--- config.mk ---
export PLATFORM = sky130hd
export DESIGN_NAME = takvim_denetleyici
export DESIGN_NICKNAME = d
export VERILOG_FILES = /design/src/rtl/takvim_pkg.sv /design/src/rtl/takvim_adim.sv /design/src/rtl/takvim_denetleyici.sv
export SDC_FILE = /design/constraint.sdc
export NUM_CORES = 1
export LEC_CHECK = 0
export CAP_MARGIN = 20
export CORE_ASPECT_RATIO = 0.6
export CORE_MARGIN = 3
export CORE_UTILIZATION = 60
export DETAILED_ROUTE_END_ITERATION = 7
export DONT_BUFFER_PORTS = 1
export PLACE_DENSITY = 0.87
export SETUP_SLACK_MARGIN = 0.4
export SYNTH_ARGS = -nofsm -noshare
export SYNTH_HDL_FRONTEND = slang
export SYNTH_HIERARCHICAL = 1
export SYNTH_SLANG_ARGS = --single-unit
--- constraint.sdc ---
create_clock -name clk -period 5.8 [get_ports clk]
set_input_delay 1.16 -clock clk [delete_from_list [all_inputs] [get_ports clk]]
set_output_delay 1.16 -clock clk [all_outputs]
set_load 0.05 [all_outputs]
--- src/rtl/takvim_pkg.sv ---
// Shared constants, state type and calendar helpers for the calendar controller.
package takvim_pkg;

  localparam int SAAT_GUN  = 24;
  localparam int GUN_HAFTA = 7;
  localparam int AY_YIL    = 12;

  typedef enum logic [0:0] {
    BOSTA = 1'b0,
    ILERI = 1'b1
  } durum_e;

  // Year offsets divisible by four are leap years.
  function automatic logic artik_mi(input logic [1:0] yil_lsb);
    artik_mi = (yil_lsb == 2'd0);
  endfunction

  // Days in a month; an out-of-range month yields 0 so no day can be valid in it.
  function automatic logic [4:0] ay_uzunlugu(input logic [3:0] ay, input logic artik);
    logic [4:0] uzunluk;
    case (ay)
      4'd0, 4'd2, 4'd4, 4'd6, 4'd7, 4'd9, 4'd11: uzunluk = 5'd31;
      4'd3, 4'd5, 4'd8, 4'd10:                   uzunluk = 5'd30;
      4'd1:                                      uzunluk = artik ? 5'd29 : 5'd28;
      default:                                   uzunluk = 5'd0;
    endcase
    return uzunluk;
  endfunction

endpackage

--- src/rtl/takvim_adim.sv ---
// Combinational one-hour advance of the calendar fields, shared by the tick
// and fast-forward paths.
module takvim_adim
  import takvim_pkg::*;
#(
  parameter int YIL_W = 5
) (
  input  logic [YIL_W-1:0] yil_i,
  input  logic [3:0]       ay_i,
  input  logic [4:0]       gun_i,
  input  logic [4:0]       saat_i,
  input  logic [2:0]       hg_i,
  output logic [YIL_W-1:0] yil_o,
  output logic [3:0]       ay_o,
  output logic [4:0]       gun_o,
  output logic [4:0]       saat_o,
  output logic [2:0]       hg_o,
  output logic             gun_bitti_o,
  output logic             yil_tasma_o
);

  localparam logic [YIL_W-1:0] YIL_BIR = YIL_W'(1);
  localparam logic [YIL_W-1:0] YIL_MAX = {YIL_W{1'b1}};

  logic [4:0] son_gun_s;

  assign son_gun_s = ay_uzunlugu(ay_i, artik_mi(yil_i[1:0])) - 5'd1;

  // Ripple the carry hour -> day/weekday -> month -> year.
  always_comb begin
    yil_o       = yil_i;
    ay_o        = ay_i;
    gun_o       = gun_i;
    saat_o      = saat_i + 5'd1;
    hg_o        = hg_i;
    gun_bitti_o = 1'b0;
    yil_tasma_o = 1'b0;
    if (saat_i >= 5'(SAAT_GUN - 1)) begin
      saat_o      = 5'd0;
      gun_bitti_o = 1'b1;
      if (hg_i >= 3'(GUN_HAFTA - 1)) begin
        hg_o = 3'd0;
      end else begin
        hg_o = hg_i + 3'd1;
      end
      if (gun_i >= son_gun_s) begin
        gun_o = 5'd0;
        if (ay_i >= 4'(AY_YIL - 1)) begin
          ay_o = 4'd0;
          if (yil_i == YIL_MAX) begin
            yil_o       = '0;
            yil_tasma_o = 1'b1;
          end else begin
            yil_o = yil_i + YIL_BIR;
          end
        end else begin
          ay_o = ay_i + 4'd1;
        end
      end else begin
        gun_o = gun_i + 5'd1;
      end
    end else begin
      saat_o = saat_i + 5'd1;
    end
  end

endmodule

--- src/rtl/takvim_denetleyici.sv ---
// Calendar controller: hourly tick advance, validated direct load and a
// multi-hour fast-forward with start/busy/done handshake.
module takvim_denetleyici
  import takvim_pkg::*;
#(
  parameter int YIL_W        = 5,
  parameter int ILERI_W      = 10,
  parameter int BASLANGIC_HG = 0
) (
  input  logic               clk,
  input  logic               rst_n,
  input  logic               saat_tick,
  input  logic               yukle,
  input  logic [YIL_W-1:0]   yukle_yil,
  input  logic [3:0]         yukle_ay,
  input  logic [4:0]         yukle_gun,
  input  logic [4:0]         yukle_saat,
  input  logic [2:0]         yukle_hg,
  input  logic               ileri_baslat,
  input  logic [ILERI_W-1:0] ileri_saat,
  output logic [YIL_W-1:0]   yil,
  output logic [3:0]         ay,
  output logic [4:0]         gun,
  output logic [4:0]         saat,
  output logic [2:0]         haftanin_gunu,
  output logic               artik_yil,
  output logic               mesgul,
  output logic               bitti,
  output logic               hata,
  output logic               gun_bitti,
  output logic               yil_tasma
);

  localparam logic [ILERI_W:0] KALAN_BIR = {{ILERI_W{1'b0}}, 1'b1};

  durum_e             durum_q, durum_d;
  logic [YIL_W-1:0]   yil_q, yil_d;
  logic [3:0]         ay_q, ay_d;
  logic [4:0]         gun_q, gun_d;
  logic [4:0]         saat_q, saat_d;
  logic [2:0]         hg_q, hg_d;
  logic [ILERI_W:0]   kalan_q, kalan_d;
  logic               mesgul_q, mesgul_d;
  logic               bitti_q, bitti_d;
  logic               hata_q, hata_d;
  logic               gun_bitti_q, gun_bitti_d;
  logic               yil_tasma_q, yil_tasma_d;

  logic [YIL_W-1:0]   adim_yil_s;
  logic [3:0]         adim_ay_s;
  logic [4:0]         adim_gun_s;
  logic [4:0]         adim_saat_s;
  logic [2:0]         adim_hg_s;
  logic               adim_gun_bitti_s;
  logic               adim_yil_tasma_s;
  logic               adim_al_s;
  logic               yukle_gecerli_s;

  takvim_adim #(
    .YIL_W (YIL_W)
  ) u_adim (
    .yil_i       (yil_q),
    .ay_i        (ay_q),
    .gun_i       (gun_q),
    .saat_i      (saat_q),
    .hg_i        (hg_q),
    .yil_o       (adim_yil_s),
    .ay_o        (adim_ay_s),
    .gun_o       (adim_gun_s),
    .saat_o      (adim_saat_s),
    .hg_o        (adim_hg_s),
    .gun_bitti_o (adim_gun_bitti_s),
    .yil_tasma_o (adim_yil_tasma_s)
  );

  assign yukle_gecerli_s = (yukle_ay <= 4'(AY_YIL - 1))
                         && (yukle_gun < ay_uzunlugu(yukle_ay, artik_mi(yukle_yil[1:0])))
                         && (yukle_saat <= 5'(SAAT_GUN - 1))
                         && (yukle_hg <= 3'(GUN_HAFTA - 1));

  // Next-state: request arbitration in BOSTA, one step per cycle in ILERI.
  always_comb begin
    durum_d     = durum_q;
    yil_d       = yil_q;
    ay_d        = ay_q;
    gun_d       = gun_q;
    saat_d      = saat_q;
    hg_d        = hg_q;
    kalan_d     = kalan_q;
    mesgul_d    = mesgul_q;
    bitti_d     = 1'b0;
    hata_d      = 1'b0;
    gun_bitti_d = 1'b0;
    yil_tasma_d = 1'b0;
    adim_al_s   = 1'b0;
    case (durum_q)
      BOSTA: begin
        if (yukle) begin
          if (yukle_gecerli_s) begin
            yil_d  = yukle_yil;
            ay_d   = yukle_ay;
            gun_d  = yukle_gun;
            saat_d = yukle_saat;
            hg_d   = yukle_hg;
          end else begin
            hata_d = 1'b1;
          end
        end else if (ileri_baslat) begin
          if (ileri_saat == '0) begin
            bitti_d = 1'b1;
          end else begin
            kalan_d  = {1'b0, ileri_saat};
            durum_d  = ILERI;
            mesgul_d = 1'b1;
          end
        end else if (saat_tick) begin
          adim_al_s = 1'b1;
        end else begin
          adim_al_s = 1'b0;
        end
      end
      ILERI: begin
        adim_al_s = 1'b1;
        hata_d    = yukle | ileri_baslat;
        // A concurrent tick cancels this cycle's decrement, extending the run.
        if (saat_tick) begin
          kalan_d = kalan_q;
        end else if (kalan_q == KALAN_BIR) begin
          kalan_d  = '0;
          durum_d  = BOSTA;
          mesgul_d = 1'b0;
          bitti_d  = 1'b1;
        end else begin
          kalan_d = kalan_q - KALAN_BIR;
        end
      end
      default: begin
        durum_d  = BOSTA;
        kalan_d  = '0;
        mesgul_d = 1'b0;
      end
    endcase
    if (adim_al_s) begin
      yil_d       = adim_yil_s;
      ay_d        = adim_ay_s;
      gun_d       = adim_gun_s;
      saat_d      = adim_saat_s;
      hg_d        = adim_hg_s;
      gun_bitti_d = adim_gun_bitti_s;
      yil_tasma_d = adim_yil_tasma_s;
    end else begin
      gun_bitti_d = 1'b0;
      yil_tasma_d = 1'b0;
    end
  end

  // State and registered outputs.
  always_ff @(posedge clk or negedge rst_n) begin
    if (!rst_n) begin
      durum_q     <= BOSTA;
      yil_q       <= '0;
      ay_q        <= 4'd0;
      gun_q       <= 5'd0;
      saat_q      <= 5'd0;
      hg_q        <= 3'(BASLANGIC_HG);
      kalan_q     <= '0;
      mesgul_q    <= 1'b0;
      bitti_q     <= 1'b0;
      hata_q      <= 1'b0;
      gun_bitti_q <= 1'b0;
      yil_tasma_q <= 1'b0;
    end else begin
      durum_q     <= durum_d;
      yil_q       <= yil_d;
      ay_q        <= ay_d;
      gun_q       <= gun_d;
      saat_q      <= saat_d;
      hg_q        <= hg_d;
      kalan_q     <= kalan_d;
      mesgul_q    <= mesgul_d;
      bitti_q     <= bitti_d;
      hata_q      <= hata_d;
      gun_bitti_q <= gun_bitti_d;
      yil_tasma_q <= yil_tasma_d;
    end
  end

  assign yil           = yil_q;
  assign ay            = ay_q;
  assign gun           = gun_q;
  assign saat          = saat_q;
  assign haftanin_gunu = hg_q;
  assign artik_yil     = artik_mi(yil_q[1:0]);
  assign mesgul        = mesgul_q;
  assign bitti         = bitti_q;
  assign hata          = hata_q;
  assign gun_bitti     = gun_bitti_q;
  assign yil_tasma     = yil_tasma_q;

endmodule
* Word-level counts from Yosys, hierarchy flattened
Cells that the tools add are included.
** Word-level totals
- Flip-flop bits (word level) :: 39
- Bits of input ports :: 37
** Operators by class
- Add/sub/neg operators :: 7
- $lt $le $gt $ge :: 8
- Equality and inequality tests :: 33
- Mux-type cells :: 74
- Bitwise logic cells :: 2
- Reductions and logical operators :: 20
** Operators by type and width (count)
- 5-bit two-way mux :: 19
- 11-bit two-way mux :: 5
- 4-bit by 3-bit equality test with 1-bit output, second input constant :: 8
- 4-bit equality test, second input constant :: 8
- 5-bit case mux with 3 select lines :: 2
- 1-bit two-way mux :: 29
- 4-bit two-way mux :: 7
- 11-bit case mux with 2 select lines :: 1
- 3-bit two-way mux :: 6
- 4-bit by 2-bit equality test with 1-bit output, second input constant :: 4
- 5-bit by 1-bit adder with 5-bit output, second input constant :: 3
- 7-bit OR reduction :: 2
- 11-bit by 1-bit equality test with 1-bit output, second input constant :: 1
- 11-bit by 1-bit subtractor with 11-bit output, second input constant :: 1
- 10-bit zero test :: 1
- 2-bit by 1-bit inequality test with 1-bit output, second input constant :: 5
- 1-bit case mux with 2 select lines :: 5
- 5-bit AND reduction :: 2
- 4-bit by 1-bit equality test with 1-bit output, second input constant :: 2
- 4-bit zero test :: 2
- 2-bit inequality test, second input constant :: 4
- 4-bit AND reduction :: 2
- 4-bit OR reduction :: 2
- 6-bit AND reduction :: 1
- other kinds (18) :: 22

* Depth between registers and ports, before layout
Gate-level depths: netlist of run 1.
- Depth after elaboration :: 11
- Gate-level depth with buffers :: 16
- Depth with buffers taken out :: 15

* Modules after synthesis
The synthesis of run 1 kept the hierarchy.
** By module, submodules not included
- takvim_denetleyici :: times used 1, cells an instance 202, area each 2347.3 sq um
- takvim_adim :: times used 1, cells an instance 125, area each 850.8 sq um

* Least setup slack after synthesis of run 1
OpenSTA, ideal clock, no wires.
- Path kind :: register -> register
- Start :: reg ay_q[0], in the netlist ay[0]
- End :: reg yil_q[4], in the netlist yil[4]
- Library setup time :: 0.125 ns
- Data arrival time :: 3.564 ns
- Required time :: 5.675 ns
- Path slack :: 2.111 ns
- Cell stages (with the launch flop) :: 16
- Path buffers :: 0
- Period minus slack after synthesis :: 3.689 ns
- Cells stage by stage :: dfrtp_1 inv_1 ha_1 nor4_1 o21ai_0 o31ai_1 ha_1 xor2_1 ha_1 a41oi_1 nor2b_1 o31ai_2 nor2_2 mux2_2 mux2_2 mux2_2
** On the way
- Cells in the longest elaborated chain, start to end :: 7
** RTL lines
- start, declared :: line takvim_denetleyici.sv:38 : logic [3:0] ay_q, ay_d;
- start signal, assigned :: line takvim_denetleyici.sv:175 : ay_q <= ay_d;
- 4-bit by 2-bit equality test with 1-bit output (tied with other cells) :: line takvim_pkg.sv:21 : case (ay)
- 7-bit OR reduction / 4-bit OR reduction (equally long branches) :: line takvim_pkg.sv:21
- 5-bit case mux with 3 select lines :: line takvim_pkg.sv:21
- 5-bit by 1-bit subtractor with 5-bit output :: line takvim_adim.sv:27 : assign son_gun_s = ay_uzunlugu(ay_i, artik_mi(yil_i[1:0])) - 5'd1;
- 5-bit >= comparator :: line takvim_adim.sv:46 : if (gun_i >= son_gun_s) begin
- 2-bit by 1-bit inequality test with 1-bit output (no line)
- 6-bit AND reduction (no line) (*)
- end signal, assigned :: line takvim_denetleyici.sv:174 : yil_q <= yil_d;
- end, declared :: line takvim_denetleyici.sv:37 : logic [YIL_W-1:0] yil_q, yil_d;
Mark *: on every way between the ends. The rest lies on a longest branch, timed or not.
A chain may end at the register's enable or synchronous reset.

* Worst setup path after layout of run 1
- Start :: reg ay_q[1], in the netlist ay[1]
- End :: reg yil_q[3], in the netlist yil[3]
Same word-level chain as after synthesis.

==> flow_metrics.env, run 1 <==
export IMPL_dpl_cell_area_um2=3199
export IMPL_die_height_um=62.55
export IMPL_max_vdd_ir_drop_mv=0.3796
export IMPL_die_x_um=100.3
export IMPL_dr_first_iter_drc_count=227
export IMPL_r2r_slack_ns=1.32
export IMPL_r2r_start="ay[1]"
export IMPL_p_leak_nw=1.434
export IMPL_crit_family="compound AO/OA/AOI/OAI gates"
export IMPL_crit_type="register to register"
export IMPL_clock_sinks=39
export IMPL_vias=2556
export IMPL_ys_types=60
export IMPL_worstMarginPinSlew_ns=1.065
export IMPL_hold_buffers=0
export IMPL_grt_start_max_net_pins=40
export IMPL_final_area_um2=3299
export IMPL_final_layout_size_suffix_gt1_frac=0.2134
export IMPL_dpl_hpwl_um=5547
export IMPL_cap_violations=0
export IMPL_crit_required_ns=5.97
export IMPL_avgSynthCellArea_um2=9.780
export IMPL_cts_buffers=5
export IMPL_synthArstFlopShare=1.000
export IMPL_rows=19
export IMPL_post_drt_wl_per_cell_um=18.73
export IMPL_cp_slowest_cell="dfrtp_1"
export IMPL_ys_seq_area_frac=0.3052
export IMPL_hold_path_end="kalan_q[10]"
export IMPL_yosysTopAreaCell="dfrtp_1"
export IMPL_cp_arrival_ns=4.65
export IMPL_slew_viol_final=0
export IMPL_n_antenna_cell=0
export IMPL_max_freq_mhz=223.2
export IMPL_fin_cells=391
export IMPL_htree_num_levels=2
export IMPL_synthTopCellsByArea="dfrtp_1, ha_1, mux2_4, mux2_2, o21ai_0"
export IMPL_cts_tree="yes"
export IMPL_tns_ns=0
export IMPL_antenna_found_initial=0
export IMPL_clk_pin_slew_ns=0.08
export IMPL_ys_warnings_count=6
export IMPL_hp_class="register to register"
export IMPL_ctsResizeCount=0
export IMPL_worstReg2RegEnd="yil[3]"
export IMPL_power_density_nw_per_um2=660.1
export IMPL_place_congestion=0.8997
export IMPL_worstPathCellList="inv_1 > ha_1 > nor4_1 > o21ai_0 > o31ai_1 > ha_1 > xor2_1 > ha_1 > a41oi_1 > nor2b_1 > o31ai_2 > nor2_2 > a211o_1 > mux2_2 > mux2_4"
export IMPL_dp_cells=383
export IMPL_max_slew_margin_rel=0.2865
export IMPL_drtAntennaViolNets=0
export IMPL_nets=388
export IMPL_grt_overflow=0
export IMPL_start_kind="register"
export IMPL_grt_first_pass_wirelength_um=12180
export IMPL_synth_top_cell_area_share=0.3052
export IMPL_path_common_cell="ha_1"
export IMPL_syn_inst=327
export IMPL_finalClockSkew_ns=0.005828
export IMPL_totalWireLength_um=7322
export IMPL_outcome="completed"
export IMPL_fin_crit_sh=0.7725
export IMPL_max_stage_delay_ns=0.76
export IMPL_setup_viol=0
export IMPL_cts_setup_buffers=0
export IMPL_die_area_um2=6271
export IMPL_reg2reg_depth=15
export IMPL_grt_pass1_vias=2403
export IMPL_fin_crit_ns=4.480
export IMPL_setup_worst_path_end_class="register"
export IMPL_cts_root_buf="clkbuf_8"
export IMPL_synthToLayoutAreaGrowth_pct=3.169
export IMPL_cts_buffer_depth=2
export IMPL_fin_util=0.6803
export IMPL_critPathBufInv=1
export IMPL_clock_latency_ns=0.29
export IMPL_rsz0062_at_grt="no"
export IMPL_syn_area_um2=3198
export IMPL_cp_max_fo=12
export IMPL_io_pins=65
export IMPL_yosys_register_bits=39
export IMPL_dr_pass1_iters=5
export IMPL_core_area_um2=4850
export IMPL_io_buffers=0
export IMPL_post_route_drc_count=0
export IMPL_synth_edf_count=0
export IMPL_initial_utilization=0.6594
export IMPL_ys_dominant_reg_cell="dfrtp_1"
export IMPL_hold_viol=0
export IMPL_viasPerCell=6.537
export IMPL_track_usage=0.2406
export IMPL_hp_start="kalan_q[10]"
export IMPL_hold_depth=1
layer usage:
layer | vias up | part of all wire | global-route usage
li1 | 1219 | - | -
met3 | 8 | 0.099 | 0.08250
met5 | - | 0 | 0
met1 | 1206 | 0.48 | 0.3614
met2 | 123 | 0.41 | 0.3292
met4 | 0 | 0.011 | 0.05378
metrics by stage:
stage / setup WS, ns / total power, mW / hold WS, ns
6_report: 1.320 / 2.178 / 0.4795
5_1_grt: 0.8982 / 2.352 / 0.5158
4_1_cts: 1.345 / 2.175 / 0.4793
3_5_place_dp: 1.367 / 1.966 / 0.4663
3_3_place_gp: 1.549 / 1.909 / 0.4655
2_1_floorplan: 2.111 / 1.772 / 0.4369
report_power, final:
| group | internal, mW | switching, mW | leakage (nW) | total (mW) |
|---|---|---|---|---|
| clock | 0.109 | 0.0947 | 0.0515 | 0.203 |
| combinational | 0.574 | 0.515 | 0.914 | 1.09 |
| sequential | 0.385 | 0.500 | 0.469 | 0.885 |
| total | 1.07 | 1.11 | 1.43 | 2.18 |
worst max path at each step:
stage | startpoint | to | slack (ns) | cells past startpoint
final | ay[1] | yil[3] | 1.32 | 15
after detailed placement | ay[1] | yil[3] | 1.37 | 15
after global routing | ay[1] | yil[3] | 0.90 | 15
after CTS | ay[1] | yil[3] | 1.34 | 15
after floorplan | ay[0] | yil[4] | 2.11 | 15
after global placement | ay[0] | yil[4] | 1.55 | 15
cell usage in the layout, fill, tap and decap left out, types with 2 or more instances in the layout:
master / count
mux2i_1: 3
o21a_1: 2
nor3_1: 5
or4_4: 2
o21ai_0: 30
o21ai_2: 2
xor2_1: 2
nand2b_1: 4
and3_1: 6
nor2b_1: 7
nor4_1: 7
a22oi_1: 3
mux2_4: 20
conb_1: 2
nand3_1: 8
o31ai_1: 3
nand2_1: 25
clkbuf_8: 7
nor2_1: 24
a32oi_1: 2
inv_1: 10
o211ai_1: 2
mux2_2: 26
dfrtp_1: 39
a22o_1: 4
or3_1: 4
o31ai_2: 2
o31a_1: 2
a21oi_1: 14
o21bai_1: 2
and2_1: 2
a221o_1: 2
ha_1: 24
or2_2: 3
o311ai_0: 3
state kept, by name, summed over array words and instances (netlist names):
| signal | flops |
|---|---|
| bitti | 1 |
| saat | 5 |
| yil_tasma | 1 |
| hata | 1 |
| gun_bitti | 1 |
| kalan_q | 11 |
| yil | 5 |
| mesgul | 1 |
| durum_q | 1 |
| ay | 4 |
| haftanin_gunu | 3 |
| gun | 5 |
area by class of cell:
type / count / area, um2
inverters: 12 / 50.05
repair buffers: 1 / 7.507
flip-flops and latches: 39 / 975.9
clock buffers: 8 / 100.1
fillers: 378 / 1550
multi-input cells: 268 / 2087
well taps: 63 / 78.83
synth_stat cells, drive strengths merged, types with 4 or more instances:
cell and n:
mux2 46, dfrtp 39, o21ai 34, nand2 25
nor2 25, ha 24, a21oi 15, inv 11
nand3 8, nor2b 8, nor4 7, and3 6
buf 5, nor3 5, o31ai 5, a22o 4
clkbuf 4, nand2b 4, or3 4
cells by family (layout without fill, tap and decap cells):
group,count (synthesis),after routing,share of synthesized area
compound gates,86,86,0.1870
fa+ha+maj,24,24,0.09390
flops,39,39,0.3052
xor+xnor,2,2,0.005478
buf+inv,21,21,0.04343
other cells,1,2,0.001173
simple gates,105,105,0.1690
mux,49,49,0.1948
(Power assumes the default switching activity.)
==> run 2, diff against run 1 <==
--- a/config.mk
+++ b/config.mk
@@ -8,7 +8,7 @@
 export CAP_MARGIN = 20
 export CORE_ASPECT_RATIO = 0.6
 export CORE_MARGIN = 3
-export CORE_UTILIZATION = 60
+export CORE_UTILIZATION = 58
 export DETAILED_ROUTE_END_ITERATION = 7
 export DONT_BUFFER_PORTS = 1
 export PLACE_DENSITY = 0.87
==> constraint.sdc (replaced) <==
create_clock -name clk -period 3.6 [get_ports clk]
set_input_delay 0.72 -clock clk [delete_from_list [all_inputs] [get_ports clk]]
set_output_delay 0.72 -clock clk [all_outputs]
set_load 0.05 [all_outputs]
==> flow_metrics.env, run 2 (synthesized netlist as in run 1, its figures left out) <==
export IMPL_grt_start_max_net_pins=40
export IMPL_fin_cells=418
export IMPL_intPower_mw=1.962
export IMPL_cts_buffers=5
export IMPL_totalWireLength_um=8476
export IMPL_power_density_nw_per_um2=1099
export IMPL_io_buffers=0
export IMPL_cp_arrival_ns=3.91
export IMPL_fin_total_pwr_mw=4.009
export IMPL_p_comb_frac=0.622
export IMPL_path_common_cell="nor2_1"
export IMPL_worstPathCellList="ha_4 > a211oi_1 > nor2_1 > nor2_1 > ha_2 > xor2_1 > ha_1 > o211ai_1 > a21oi_2 > o31ai_4 > buf_6 > or3_1 > a22o_1 > mux2_2 > mux2_4"
export IMPL_finalClockSkew_ns=0.005056
export IMPL_initial_utilization=0.6174
export IMPL_final_layout_size_suffix_gt1_frac=0.3295
export IMPL_drtAntennaViolNets=0
export IMPL_die_area_um2=6470
export IMPL_crit_type="register to register"
export IMPL_core_area_um2=5180
export IMPL_track_usage=0.2647
export IMPL_cts_root_buf="clkbuf_8"
export IMPL_crit_required_ns=3.79
export IMPL_vias=2758
export IMPL_crit_family="compound AO/OA/AOI/OAI gates"
export IMPL_hold_buffers=0
export IMPL_viasPerCell=6.598
export IMPL_swShare=0.5105
export IMPL_die_x_um=101.9
export IMPL_worstMarginPinSlew_ns=0.8852
export IMPL_p_clk_frac=0.075
export IMPL_fin_crit_ns=3.721
export IMPL_synthToLayoutAreaGrowth_pct=14.08
export IMPL_hp_class="input port to async pin"
export IMPL_htree_num_levels=2
export IMPL_place_congestion=0.8614
export IMPL_largest_reg_flops=11
export IMPL_max_slew_margin_rel=0.4077
export IMPL_cp_max_fo=7
export IMPL_fin_util=0.7043
export IMPL_dr_first_iter_drc_count=211
export IMPL_dp_cells=399
export IMPL_switchingPower_mw=2.047
export IMPL_clk_pin_slew_ns=0.08
export IMPL_dr_pass1_iters=5
export IMPL_num_fill_cells=385
export IMPL_grt_pass1_vias=2671
export IMPL_grt_first_pass_wirelength_um=13410
export IMPL_rows=20
export IMPL_nets=412
export IMPL_slew_viol_final=0
export IMPL_grt_overflow=0
export IMPL_outcome="finished with violations"
export IMPL_fin_crit_sh=1.033
export IMPL_start_kind="register"
export IMPL_p_leak_nw=1.564
export IMPL_hold_viol=0
export IMPL_cp_slowest_cell="dfrtp_4"
export IMPL_pwr_share_seq=0.304
export IMPL_max_freq_mhz=268.8
export IMPL_cts_buffer_depth=2
export IMPL_largest_register="kalan_q"
export IMPL_setup_viol=13
export IMPL_io_pins=65
export IMPL_dpl_cell_area_um2=3347
export IMPL_clock_sinks=39
export IMPL_post_route_drc_count=0
export IMPL_critPathBufInv=1
export IMPL_post_drt_wl_per_cell_um=20.28
export IMPL_setup_worst_path_end_class="register"
export IMPL_die_height_um=63.52
export IMPL_max_vdd_ir_drop_mv=0.5926
export IMPL_n_antenna_cell=0
export IMPL_rsz0062_at_grt="yes"
export IMPL_final_cell_mix="dfrtp_1, nand2_1, mux2_2, nor2_1"
export IMPL_cap_violations=0
export IMPL_dpl_hpwl_um=5780
export IMPL_clock_latency_ns=0.30
export IMPL_final_area_um2=3649
export IMPL_final_setup_worst_slack_ns=-0.1206
export IMPL_cts_tree="yes"
export IMPL_antenna_found_initial=0
export IMPL_violations="setup timing"
export IMPL_max_stage_delay_ns=0.55
export IMPL_final_common_cell="dfrtp_1"
[run 2: cell count changes in the layout (fill, tap and decap cells not counted), sizes merged]
cell,before,now
clkinv,1,2
buf,1,25
clkbuf,8,7
[run 2: per-stage QoR]
stage | hold slack (ns) | setup slack, ns | setup TNS, ns
global placement | 0.4256 | 0.08311 | 0
global route | 0.08126 | -0.3708 | -4.459
floorplan | 0.4244 | 0.1321 | 0
finish | 0.1083 | -0.1206 | -0.8899
CTS | 0.1079 | 0.01760 | 0
detailed placement | 0.4258 | -0.05827 | -0.1740
[run 2: worst paths after layout]
| kind | from | to | slack (ns) | depth (start not counted) |
|---|---|---|---|---|
| max reg2reg | ay[0] | yil[2] | -0.12 | 15 |
| min in group clk | kalan_q[10] | kalan_q[10] | 0.48 | 1 |
| min | rst_n | ay[1] | 0.11 | 0 |
| min reg2reg | kalan_q[10] | kalan_q[10] | 0.48 | 1 |
| max in group asynchronous | rst_n | haftanin_gunu[0] | 3.40 | 0 |
| max | ay[0] | yil[2] | -0.12 | 15 |
[run 2: timing repair]
item | CTS | global route
cloned | 0 | 0
gates resized for setup | 20 | 9
endpoints found under the setup margin | 14 | 15
pin swaps | 9 | 7
setup buffers | 8 | 3
[run 2: routing by layer]
| metal | GRT usage | wire, um | up-vias |
|---|---|---|---|
| met5 | 0 | 0 | - |
| met3 | 0.09624 | 792 | 21 |
| met1 | 0.3677 | 3633 | 1332 |
| li1 | - | - | 1262 |
| met2 | 0.3917 | 3853 | 143 |
| met4 | 0.06547 | 197 | 0 |
[run 2: area by class of cell]
class / instances / area [um2] / area share
sequential: 39 / 982.2 / 0.2692
multi-input combinational: 268 / 2242 / 0.6145
tap: 66 / 82.58 / 0.02263
clock buffer: 7 / 76.32 / 0.02092
inverter: 12 / 52.55 / 0.01440
clock inverter: 1 / 5.005 / 0.001372
timing repair buffer: 25 / 207.7 / 0.05693
[run 2: power by group through the flow]
stage / registers (mW) / clock network (mW) / logic (mW)
after global placement: 1.18 / 0 / 2.06
after CTS: 1.20 / 0.298 / 2.33
after global routing: 1.25 / 0.327 / 2.72
after detailed placement: 1.19 / 0 / 2.16
final: 1.22 / 0.299 / 2.49
after floorplan: 1.33 / 0 / 1.58
==> run 3, diff against run 2 <==
--- a/config.mk
+++ b/config.mk
@@ -12,6 +12,7 @@
 export DETAILED_ROUTE_END_ITERATION = 7
 export DONT_BUFFER_PORTS = 1
 export PLACE_DENSITY = 0.87
+export REMOVE_ABC_BUFFERS = 1
 export SETUP_SLACK_MARGIN = 0.4
 export SYNTH_ARGS = -nofsm -noshare
 export SYNTH_HDL_FRONTEND = slang
==> flow_metrics.env, run 3 (synthesized netlist as in run 1, its figures left out) <==
export IMPL_outcome="finished with violations"
export IMPL_violations="setup timing"
export IMPL_rows=20
export IMPL_dr_pass1_iters=5
export IMPL_hold_viol=0
export IMPL_setup_worst_path_end_class="register"
export IMPL_dr_first_iter_drc_count=244
export IMPL_regArea_um2=978.4
export IMPL_max_slew_margin_rel=0.4098
export IMPL_track_usage=0.2695
export IMPL_clock_sinks=39
export IMPL_fin_crit_sh=1.028
export IMPL_start_kind="register"
export IMPL_grt_first_pass_wirelength_um=13730
export IMPL_drtAntennaViolNets=0
export IMPL_die_area_um2=6470
export IMPL_final_cell_mix="dfrtp_1, o21ai_0, nand2_1, mux2_2, nor2_1"
export IMPL_cts_buffers=5
export IMPL_clock_latency_ns=0.29
export IMPL_grt_start_max_net_pins=40
export IMPL_max_freq_mhz=270.2
export IMPL_power_density_nw_per_um2=1106
export IMPL_cap_violations=0
export IMPL_initial_utilization=0.6174
export IMPL_tns_ns=-0.2415
export IMPL_finalClockSkew_ns=0.01007
export IMPL_crit_required_ns=3.77
export IMPL_die_height_um=63.52
export IMPL_io_pins=65
export IMPL_vias=2850
export IMPL_p_leak_nw=1.555
export IMPL_antenna_found_initial=0
export IMPL_viasPerCell=6.835
export IMPL_hp_class="input port to async pin"
export IMPL_final_setup_worst_slack_ns=-0.1008
export IMPL_final_common_cell="dfrtp_1"
export IMPL_dpl_hpwl_um=5820
export IMPL_clk_pin_slew_ns=0.08
export IMPL_worstMarginPinSlew_ns=0.8821
export IMPL_n_antenna_cell=0
export IMPL_max_vdd_ir_drop_mv=0.5112
export IMPL_core_area_um2=5180
export IMPL_slew_viol_final=0
export IMPL_post_route_drc_count=0
export IMPL_timing_hold_ws_ns=0.1095
export IMPL_cp_arrival_ns=3.88
export IMPL_dpl_cell_area_um2=3308
export IMPL_totalWireLength_um=8801
export IMPL_setup_viol=6
export IMPL_die_x_um=101.9
export IMPL_io_buffers=0
export IMPL_place_congestion=0.8995
export IMPL_cp_max_fo=5
export IMPL_final_layout_size_suffix_gt1_frac=0.3162
export IMPL_synthToLayoutAreaGrowth_pct=13.03
export IMPL_crit_type="register to register"
export IMPL_fin_crit_ns=3.701
export IMPL_cts_buffer_depth=2
export IMPL_largest_reg_flops=11
export IMPL_nets=411
export IMPL_grt_pass1_vias=2732
export IMPL_largest_register="kalan_q"
export IMPL_htree_num_levels=2
export IMPL_final_area_um2=3615
export IMPL_grt_overflow=0
export IMPL_post_drt_wl_per_cell_um=21.11
export IMPL_cts_tree="yes"
export IMPL_num_fill_cells=381
export IMPL_fin_total_pwr_mw=3.997
export IMPL_cts_root_buf="clkbuf_8"
export IMPL_multi_input_area_um2=2211
export IMPL_rsz0062_at_grt="yes"
==> run 3: what timing repair did <==
action,in CTS,in global routing
hold endpoints to repair,0,0
gates resized for setup,21,13
hold buffers,0,0
endpoints found under the setup margin,14,15
pin swaps,12,6
buffers inserted,8,1
==> run 3: cell type report <==
class,count,share of cell area
clock buffer,8,0.02769
sequential,39,0.2707
timing repair buffer,24,0.05192
multi-input combinational,268,0.6116
tap,66,0.02285
inverter,12,0.01523
==> run 3: routing by layer <==
metal / global-route usage / vias to the layer above / part of all wire
met4: 0.06056 / 0 / 0.026
met1: 0.3798 / 1359 / 0.42
li1: - / 1256 / -
met3: 0.08628 / 40 / 0.12
met2: 0.4031 / 195 / 0.44
met5: 0 / - / 0
==> run 3: path summary, 6_finish.rpt <==
kind / start / endpoint / slack [ns] / depth (start not counted)
hold reg to reg: kalan_q[10] / kalan_q[10] / 0.49 / 1
min in group clk: kalan_q[10] / kalan_q[10] / 0.49 / 1
hold / removal: rst_n / haftanin_gunu[1] / 0.11 / 0
setup reg to reg: ay[0] / yil[2] / -0.10 / 16
setup / recovery: ay[0] / yil[2] / -0.10 / 16
max in group asynchronous: rst_n / ay[0] / 3.39 / 0
==> run 3: critical path: stages, from the launching register on <==
cell      delay [ns]
dfrtp_2         0.49
inv_4           0.12
ha_4            0.18
nor4_2          0.05
o21ai_1         0.22
o31ai_1         0.12
ha_2            0.21
xor2_2          0.17
ha_1            0.33
o211ai_1        0.14
a21oi_2         0.26
o31ai_4         0.10
buf_6           0.14
or3_4           0.32
a22o_1          0.24
mux2_2          0.25
mux2_4          0.26
==> run 3: per-stage QoR <==
step / std cells / worst slack [ns] / util
after floorplan: 319 / -0.3529 / -
after global placement: 400 / 0.09607 / 0.6386
after detailed placement: 400 / -0.1250 / 0.6386
after CTS: 416 / 0.02606 / 0.6845
after global routing: 417 / -0.2386 / 0.6978
final: 417 / -0.1008 / 0.6978
==> run 3: where the power goes <==
group / internal, mW / leakage (nW) / switching, mW
clock: 0.175 / 0.0515 / 0.163
combinational: 1.16 / 1.04 / 1.29
sequential: 0.628 / 0.467 / 0.586
